`config.mk`:
```
export PLATFORM = sky130hd
export DESIGN_NAME = complex_div_seq
export DESIGN_NICKNAME = d
export VERILOG_FILES = /design/src/rtl/complex_div_seq.sv
export SDC_FILE = /design/constraint.sdc
export NUM_CORES = 1
export LEC_CHECK = 0
export CAP_MARGIN = 20
export CORE_MARGIN = 5
export CORE_UTILIZATION = 71
export DETAILED_ROUTE_END_ITERATION = 12
export GPL_TIMING_DRIVEN = 0
export PLACE_DENSITY = 0.95
export SYNTH_ARGS = -nofsm -noshare
export SYNTH_HDL_FRONTEND = slang
export SYNTH_SLANG_ARGS = --single-unit
export TNS_END_PERCENT = 20
```
`constraint.sdc`:
```
create_clock -name clk -period 18.2 [get_ports clk]
set_input_delay 3.64 -clock clk [delete_from_list [all_inputs] [get_ports clk]]
set_output_delay 3.64 -clock clk [all_outputs]
set_load 0.005 [all_outputs]
```
`src/rtl/complex_div_seq.sv`:
```
// complex_div_seq: sequential fixed-point complex divider, q = num / den.
// Operands and result are packed {real, imag}. Each component is a signed
// TOTAL_BITS-wide fixed-point value with FX_BITS fractional bits.
// A single restoring divider computes the real part, then the imaginary part.
// Only one operation is in flight at a time.
//
// Ports:
//   clk          rising-edge clock
//   rst_n        asynchronous active-low reset
//   in_valid     operand pair valid
//   in_ready     high only while idle
//   num_in       dividend {a, b} = a + jb
//   den_in       divisor  {c, d} = c + jd
//   out_valid    result valid, held until out_ready
//   out_ready    downstream accepts the result
//   q_out        quotient {re, im}
//   div_by_zero  set together with out_valid when c == d == 0
module complex_div_seq #(
  parameter int unsigned TOTAL_BITS = 8,
  parameter int unsigned FX_BITS    = 4
) (
  input  logic                    clk,
  input  logic                    rst_n,
  input  logic                    in_valid,
  output logic                    in_ready,
  input  logic [2*TOTAL_BITS-1:0] num_in,
  input  logic [2*TOTAL_BITS-1:0] den_in,
  output logic                    out_valid,
  input  logic                    out_ready,
  output logic [2*TOTAL_BITS-1:0] q_out,
  output logic                    div_by_zero
);

  localparam int unsigned W  = TOTAL_BITS;
  localparam int unsigned PW = 2 * W + 1;          // product / sum width
  localparam int unsigned QW = W - 1;              // quotient magnitude bits
  localparam int unsigned AW = PW + FX_BITS + QW;  // divider accumulator width
  localparam int unsigned CW = $clog2(QW + 1);
  localparam logic [CW-1:0] LastCnt = CW'(QW - 1);

  typedef enum logic [2:0] {
    StIdle,
    StMult,
    StDivRe,
    StDivIm,
    StDone
  } state_e;

  state_e r_state, w_state_nx;

  // Latched operands
  logic signed [W-1:0] r_a, r_b, r_c, r_d;

  // Values registered in the multiply cycle
  logic          r_nr_neg, r_ni_neg;
  logic [PW-1:0] r_ni_mag;
  logic [PW-1:0] r_den;
  logic          r_sat_re, r_sat_im;
  logic          r_dz;

  // Divider state
  logic [AW-1:0] r_rem;
  logic [AW-1:0] r_dsh;
  logic [QW-1:0] r_quo;
  logic [CW-1:0] r_cnt;
  logic [W-1:0]  r_q_re;

  // Result registers
  logic [2*W-1:0] r_q;
  logic           r_dbz;

  // Sign-extended operands and products
  logic signed [PW-1:0] w_ae, w_be, w_ce, w_de;
  logic signed [PW-1:0] w_nr, w_ni, w_dsq;
  logic [PW-1:0]        w_nr_mag, w_ni_mag, w_den;
  logic                 w_sat_re, w_sat_im;

  // Divider step
  logic          w_ge;
  logic [AW-1:0] w_rem_sub;
  logic [QW-1:0] w_quo_nx;
  logic          w_last;

  always_comb begin
    w_ae = {{(PW-W){r_a[W-1]}}, r_a};
    w_be = {{(PW-W){r_b[W-1]}}, r_b};
    w_ce = {{(PW-W){r_c[W-1]}}, r_c};
    w_de = {{(PW-W){r_d[W-1]}}, r_d};

    w_nr  = w_ae * w_ce + w_be * w_de;
    w_ni  = w_be * w_ce - w_ae * w_de;
    w_dsq = w_ce * w_ce + w_de * w_de;

    w_nr_mag = w_nr[PW-1] ? -w_nr : w_nr;
    w_ni_mag = w_ni[PW-1] ? -w_ni : w_ni;
    w_den    = w_dsq;

    // Quotient would need more than QW magnitude bits
    w_sat_re = (AW'(w_nr_mag) << FX_BITS) >= (AW'(w_den) << QW);
    w_sat_im = (AW'(w_ni_mag) << FX_BITS) >= (AW'(w_den) << QW);
  end

  always_comb begin
    w_ge      = r_rem >= r_dsh;
    w_rem_sub = r_rem - r_dsh;
    w_quo_nx  = {r_quo[QW-2:0], w_ge};
    w_last    = (r_cnt == LastCnt);
  end

  // Apply saturation and sign. Negating a zero magnitude yields zero, so a
  // zero result never comes out as the most negative code.
  function automatic logic [W-1:0] fmt_part(input logic [QW-1:0] mag,
                                            input logic          neg,
                                            input logic          sat);
    logic [W-1:0] m;
    m = sat ? {1'b0, {QW{1'b1}}} : {1'b0, mag};
    fmt_part = neg ? -m : m;
  endfunction

  // State register
  always_ff @(posedge clk or negedge rst_n) begin
    if (!rst_n) begin
      r_state <= StIdle;
    end else begin
      r_state <= w_state_nx;
    end
  end

  // Next-state logic
  always_comb begin
    w_state_nx = r_state;
    case (r_state)
      StIdle:  if (in_valid) w_state_nx = StMult;
      StMult:  w_state_nx = StDivRe;
      // Zero divisor is seen on the registered flag, so the result appears
      // one cycle after the multiply.
      StDivRe: begin
        if (r_dz) begin
          w_state_nx = StDone;
        end else if (w_last) begin
          w_state_nx = StDivIm;
        end
      end
      StDivIm: if (w_last) w_state_nx = StDone;
      StDone:  if (out_ready) w_state_nx = StIdle;
      default: w_state_nx = StIdle;
    endcase
  end

  // Datapath
  always_ff @(posedge clk or negedge rst_n) begin
    if (!rst_n) begin
      r_a      <= '0;
      r_b      <= '0;
      r_c      <= '0;
      r_d      <= '0;
      r_nr_neg <= 1'b0;
      r_ni_neg <= 1'b0;
      r_ni_mag <= '0;
      r_den    <= '0;
      r_sat_re <= 1'b0;
      r_sat_im <= 1'b0;
      r_dz     <= 1'b0;
      r_rem    <= '0;
      r_dsh    <= '0;
      r_quo    <= '0;
      r_cnt    <= '0;
      r_q_re   <= '0;
      r_q      <= '0;
      r_dbz    <= 1'b0;
    end else begin
      case (r_state)
        StIdle: begin
          if (in_valid) begin
            r_a   <= num_in[2*W-1:W];
            r_b   <= num_in[W-1:0];
            r_c   <= den_in[2*W-1:W];
            r_d   <= den_in[W-1:0];
            r_dbz <= 1'b0;
          end
        end
        StMult: begin
          r_nr_neg <= w_nr[PW-1];
          r_ni_neg <= w_ni[PW-1];
          r_ni_mag <= w_ni_mag;
          r_den    <= w_den;
          r_sat_re <= w_sat_re;
          r_sat_im <= w_sat_im;
          r_dz     <= (w_den == '0);
          // Divisor pre-shifted to align with the first (MSB) quotient bit
          r_rem    <= AW'(w_nr_mag) << FX_BITS;
          r_dsh    <= AW'(w_den) << (QW - 1);
          r_quo    <= '0;
          r_cnt    <= '0;
        end
        StDivRe: begin
          if (r_dz) begin
            r_q   <= '0;
            r_dbz <= 1'b1;
          end else begin
            r_rem <= w_ge ? w_rem_sub : r_rem;
            r_dsh <= r_dsh >> 1;
            r_quo <= w_quo_nx;
            r_cnt <= r_cnt + 1'b1;
            if (w_last) begin
              r_q_re <= fmt_part(w_quo_nx, r_nr_neg, r_sat_re);
              r_rem  <= AW'(r_ni_mag) << FX_BITS;
              r_dsh  <= AW'(r_den) << (QW - 1);
              r_cnt  <= '0;
            end
          end
        end
        StDivIm: begin
          r_rem <= w_ge ? w_rem_sub : r_rem;
          r_dsh <= r_dsh >> 1;
          r_quo <= w_quo_nx;
          r_cnt <= r_cnt + 1'b1;
          if (w_last) begin
            r_q   <= {r_q_re, fmt_part(w_quo_nx, r_ni_neg, r_sat_im)};
            r_dbz <= 1'b0;
            r_cnt <= '0;
          end
        end
        StDone: begin
          // Hold result until handshake
        end
        default: begin
        end
      endcase
    end
  end

  assign in_ready    = (r_state == StIdle);
  assign out_valid   = (r_state == StDone);
  assign q_out       = r_q;
  assign div_by_zero = r_dbz;

endmodule
```
==> results_dict.tcl, run 1 <==
set metrics [dict create \
    status "complete, no violations" \
    io_buffers 54 \
    cp-startpoint "r_a[7]" \
    grt_max_degree 95 \
    syn_inst 2847 \
    setup_tns_ns 0 \
    cts_resized 0 \
    cts_tree "built" \
    routabilityCongestion 0.983 \
    synth.net_count 3506 \
    io_pins 55 \
    ant_nets 0 \
    synthFlopType "dfrtp_1" \
    fmax_ghz 0.0999 \
    finalHoldViolCount 0 \
    crit_arrival_ns 10.32 \
    ys_warn_count 0 \
    cts_setup_buffers 0 \
    dieArea_um2 40100 \
    final_nets 3581 \
    grt_pass1_wl_um 122000 \
    worstSetupPathType "reg -> reg" \
    final_common_cell "inv_1" \
    fill_cells 2243 \
    row_count 69 \
    syn_area_um2 25700 \
    viasPerCell 6.36 \
    die_w_um 200 \
    worst_pin_slew_ns 1.31 \
    initial_core_util_pct 72.0 \
    timing.critical_path.to "r_sat_im" \
    postCtsHoldBufs 0 \
    async_flop_share_pct 100 \
    yosysSeqAreaShare_pct 15.5 \
    period_needed_ns 10.01 \
    ys_ff_latch 159 \
    die_y_um 200 \
    first_pass_iters 6 \
    timing.slew.headroom_pct 11.4 \
    cpMaxStageDelayCell "clkbuf_1" \
    wire_per_inst_um 22.3 \
    ff2ff_path_depth 31 \
    seq_area_um2 3980 \
    rsz0062_at_grt "no" \
    drive_gt1_share_pct 3.51 \
    antenna_found_initial 1 \
    avgSynthCellArea_um2 9.02 \
    start_kind "register" \
    r2r_end "r_sat_im" \
    synth-edff-count 0 \
    final_util_pct 77.0 \
    cts_sinks 159 \
    root_buffer "clkbuf_16" \
    cts_made_buffers 17 \
    clk_pin_slew_worst_paths_ns 0.07 \
    final_cell_mix "549 x inv_1, 404 x fa_1, 254 x nand2_1" \
    syn2layout_area_growth_pct 6.88 \
    reg2reg_from "r_a[7]" \
    multiInputGateArea_um2 19200 \
    cp_slowest_stage_delay_ns 0.61 \
    cp_data_required_time_ns 18.51 \
    grt.overflow.total 0 \
    setup_viol 0 \
    hold_class "reg -> reg" \
    grt_pass1_vias 23600 \
    clock_path_buffers 2 \
    dp_hpwl_um 59300 \
    finalCritPeriodShare_pct 55.0 \
    vias 21600 \
    ys_types 85 \
    cpMostUsedCell "fa_1" \
    postRouteWirelength_um 75900 \
    cp_max_fo 10 \
    clkLatencyLatePin_ns 0.49 \
    maxCapViolCount 0 \
    track_usage_pct 38.4 \
    r2r_slack_ns 8.19 \
    drtIter0Drc 2439 \
    slew_violations 0 \
    htreeDepth 4 \
    endpoint_kind "register" \
    drc 0 \
    design.core.area_um2 35700 \
    final.setup_skew_ns 0.0253 \
]
[routing by layer]
metal	global-route usage, %	vias up	wire length [um]
met5	0	-	0
met4	30.0	0	7370
met3	9.31	518	7910
met2	62.3	1454	35300
met1	43.8	10500	25300
li1	-	9173	-
[synthesized netlist by cell type (all sizes together), types with 6 or more instances]
library cell    n  area share [%]
xor2           30             1.0
clkbuf        114             1.7
nor4            9            0.24
ha            219              11
nor2          155             2.3
nand2b         28            0.68
a22o           15            0.51
nand2         254             3.7
a21boi          6            0.18
nor3b          17            0.52
and3           13            0.32
inv           549             8.0
nor3           37            0.74
a31oi          17            0.41
dfrtp         159              15
nand4           8            0.19
or3            16            0.41
mux2i          12            0.47
o211ai         29            0.85
and2          183             4.5
a21oi          87             1.7
o31ai          14            0.45
mux2           31             1.4
o21a           13            0.38
a21o           22            0.64
a211oi         18            0.57
a221oi          6            0.20
o21ai         140             2.7
nand3          34            0.66
fa            404              31
or2            12            0.29
nor2b          25            0.64
xnor2          84             2.9
[cell type report]
class | instances | share of cell area (%)
Buffer | 119 | 1.64
Timing Repair Buffer | 56 | 2.12
Clock inverter | 14 | 0.606
Antenna cell | 2 | 0.0182
Tap cell | 461 | 2.10
Inverter | 550 | 7.52
Clock buffer | 18 | 1.60
Sequential cell | 159 | 14.5
Multi-Input combinational cell | 2019 | 69.9
[through the flow]
step	cells	cell area [um^2]	setup slack (ns)	hold WS [ns]
floorplan	2847	25700	10.57	0.445
global placement	3362	26800	7.05	0.458
detailed placement	3364	26800	8.55	0.463
CTS	3396	27400	8.54	0.480
global route	3396	27400	8.07	0.520
finish	3398	27400	8.19	0.487
[worst max-delay path: cells and delay by family (launching register included)]
family          cells  cell delay (ns)
simple gates        3             0.71
flops               1             0.33
compound gates     10             2.36
xor+xnor            2             0.79
fa+ha+maj           8             3.50
buf+inv             8             2.14
[worst min-delay path by stage]
stage	start	to	slack, ns	cells after the start
after global placement	r_den[0]	r_den[0]	0.46	2
after CTS	r_den[15]	r_den[15]	0.48	2
after floorplan	r_ni_mag[0]	r_ni_mag[0]	0.44	2
final	q_out[7]	q_out[7]	0.49	2
after detailed placement	r_den[15]	r_den[15]	0.46	2
after global routing	r_q_re[7]	r_q_re[7]	0.52	2
[logic make-up (layout without fill, tap and decap cells)]
family,after synthesis,count (layout),synth area share (%)
compound gates,424,424,10.7
simple gates,812,812,15.9
other cells,0,2,0
mux,43,43,1.84
xor+xnor,117,117,4.15
flops,159,159,15.5
fa+ha+maj,623,623,42.2
buf+inv,669,757,9.79
[flip-flops by register name (all words and copies together) (netlist names), 6 cells and up]
| name | count |
|---|---|
| r_d | 8 |
| r_dsh | 23 |
| r_a | 8 |
| r_den | 17 |
| r_quo | 6 |
| r_b | 8 |
| r_rem | 28 |
| r_q_re | 8 |
| r_ni_mag | 17 |
| r_c | 8 |
| q_out | 16 |
Power of run 1 is not shown: default switching activity piles up to over one toggle a cycle in this logic, so the estimate is an artifact.
==> run 2: changes to the inputs <==
- CORE_UTILIZATION: 71 -> 59
- PLACE_DENSITY: 0.95 -> 0.85
- clock period: 18.2 -> 8.8 ns (I/O delays scaled with it)
==> run 2 against run 1 <==
Net effect: core utilization shrank 13 points; routed wire length decreased by 6.9%; sequential cell count unchanged; critical endpoint is now r_sat_re; fmax is 16% higher; sequential share of layout area shrank 0.093 points; first-iteration DRC count down 17%; non-clock buffer count stayed put.
==> results_dict.tcl, run 2 (synthesis gave the netlist of run 1 again) <==
set metrics [dict create \
    largestRegisters "r_rem x28, r_dsh x23" \
    drtIter0Drc 2028 \
    largest-register "r_rem" \
    finalHoldViolCount 0 \
    critPathTopFamily "adder cells" \
    track_usage_pct 31.0 \
    drive_gt1_share_pct 5.35 \
    cp_data_required_time_ns 9.11 \
    holdPathStages 2 \
    n_antenna_cell 0 \
    htreeDepth 4 \
    clock_path_buffers 2 \
    setup_viol 0 \
    cp_max_fo 10 \
    cp_slowest_stage_delay_ns 0.60 \
    cpMaxStageDelayCell "clkbuf_1" \
    hold_class "reg -> reg" \
    root_buffer "clkbuf_16" \
    dp_hpwl_um 56900 \
    slew_violations 0 \
    io_pins 55 \
    dieArea_um2 47800 \
    die_y_um 219 \
    path_buf_inv 6 \
    grt_pass1_vias 22100 \
    grt_max_degree 83 \
    final_common_cell "inv_1" \
    r2r_slack_ns 0.17 \
    r2r_end "r_sat_re" \
    cts_sinks 159 \
    largest_reg_flops 28 \
    path_depth 31 \
    wire_per_inst_um 20.1 \
    seq_area_um2 3990 \
    rsz0062_at_grt "yes" \
    final_util_pct 64.3 \
    cpMostUsedCell "fa_1" \
    period_needed_ns 8.63 \
    row_count 76 \
    first_pass_iters 7 \
    final_nets 3581 \
    timing.critical_path.to "r_sat_re" \
    syn2layout_area_growth_pct 7.84 \
    design.core.area_um2 43100 \
    final.setup_skew_ns 0.0149 \
    postRouteWirelength_um 70600 \
    fmax_ghz 0.116 \
    cts_made_buffers 17 \
    vias 20700 \
    status "complete, no violations" \
    ant_nets 0 \
    crit_arrival_ns 8.94 \
    cp-startpoint "r_c[4]" \
    worst_pin_slew_ns 0.964 \
    fill_cells 3445 \
    start_kind "register" \
    initial_core_util_pct 59.6 \
    cts_tree "built" \
    finalCritPeriodShare_pct 98.1 \
    clkLatencyLatePin_ns 0.49 \
    timing.slew.headroom_pct 35.4 \
    multiInputGateArea_um2 19200 \
    drc 0 \
    routabilityCongestion 0.964 \
    antenna_found_initial 0 \
    ff2ff_path_depth 31 \
    reg2reg_from "r_c[4]" \
    die_w_um 219 \
    grt_pass1_wl_um 116000 \
    grt.overflow.total 0 \
    final_cell_mix "548 x inv_1, 404 x fa_1, 254 x nand2_1" \
    worstSetupPathType "reg -> reg" \
    io_buffers 54 \
    clk_pin_slew_worst_paths_ns 0.07 \
    maxCapViolCount 0 \
    postCtsHoldBufs 0 \
    viasPerCell 5.89 \
    endpoint_kind "register" \
]
run 2: changes by cell type in the layout (fill, tap and decap cells not counted), sizes merged:
cell and delta:
clkinv +1, inv +1, clkinvlp -1, bufinv -1
buf +6, diode -2, clkbuf -6
run 2: how the worst min path moves through the flow:
stage | slack, ns | start | to
floorplan | 0.44 | r_ni_mag[0] | r_ni_mag[0]
global placement | 0.46 | r_den[15] | r_den[15]
detailed placement | 0.47 | r_den[14] | r_den[14]
CTS | 0.49 | r_den[14] | r_den[14]
global route | 0.51 | q_out[4] | q_out[4]
finish | 0.48 | q_out[4] | q_out[4]
run 2: layout make-up:
| class | instances | share of cell area [%] |
|---|---|---|
| buffer | 117 | 1.81 |
| tap | 585 | 2.64 |
| sequential | 159 | 14.4 |
| clock inverter | 14 | 0.578 |
| timing repair buffer | 58 | 2.14 |
| multi-input combinational | 2019 | 69.4 |
| clock buffer | 18 | 1.59 |
| inverter | 550 | 7.46 |
run 2: tightest hold or removal path: stages, from the launching register on:
cell and delay, ns:
dfrtp_1 0.34, nand2_1 0.04, o21ai_0 0.06
run 2: what timing repair did:
item | 4_1_cts | 5_1_grt
pin swaps | 0 | 1
setup buffers | 0 | 2
setup endpoints to repair | 2 | 2
resized for setup | 16 | 75
run 2: layer usage:
metal,part of all wire (%),GRT usage [%],vias to the layer above
met5,0,0,-
met4,6.6,17.3,0
met3,9.1,7.00,278
met2,48,51.3,1058
met1,36,37.6,10200
li1,-,-,9171
run 2: per-stage QoR:
stage | setup TNS [ns] | setup slack (ns) | area [um^2] | cells | hold WS, ns
after floorplan | 0 | 1.17 | 25700 | 2847 | 0.445
after global placement | -103.73 | -0.674 | 27000 | 3486 | 0.462
after detailed placement | -0.821 | -0.616 | 27000 | 3488 | 0.466
after CTS | 0 | 0.0165 | 27600 | 3519 | 0.486
after global routing | -0.0491 | -0.0274 | 27700 | 3520 | 0.510
final | 0 | 0.170 | 27700 | 3520 | 0.481
Power of run 2 is left out for the same reason.
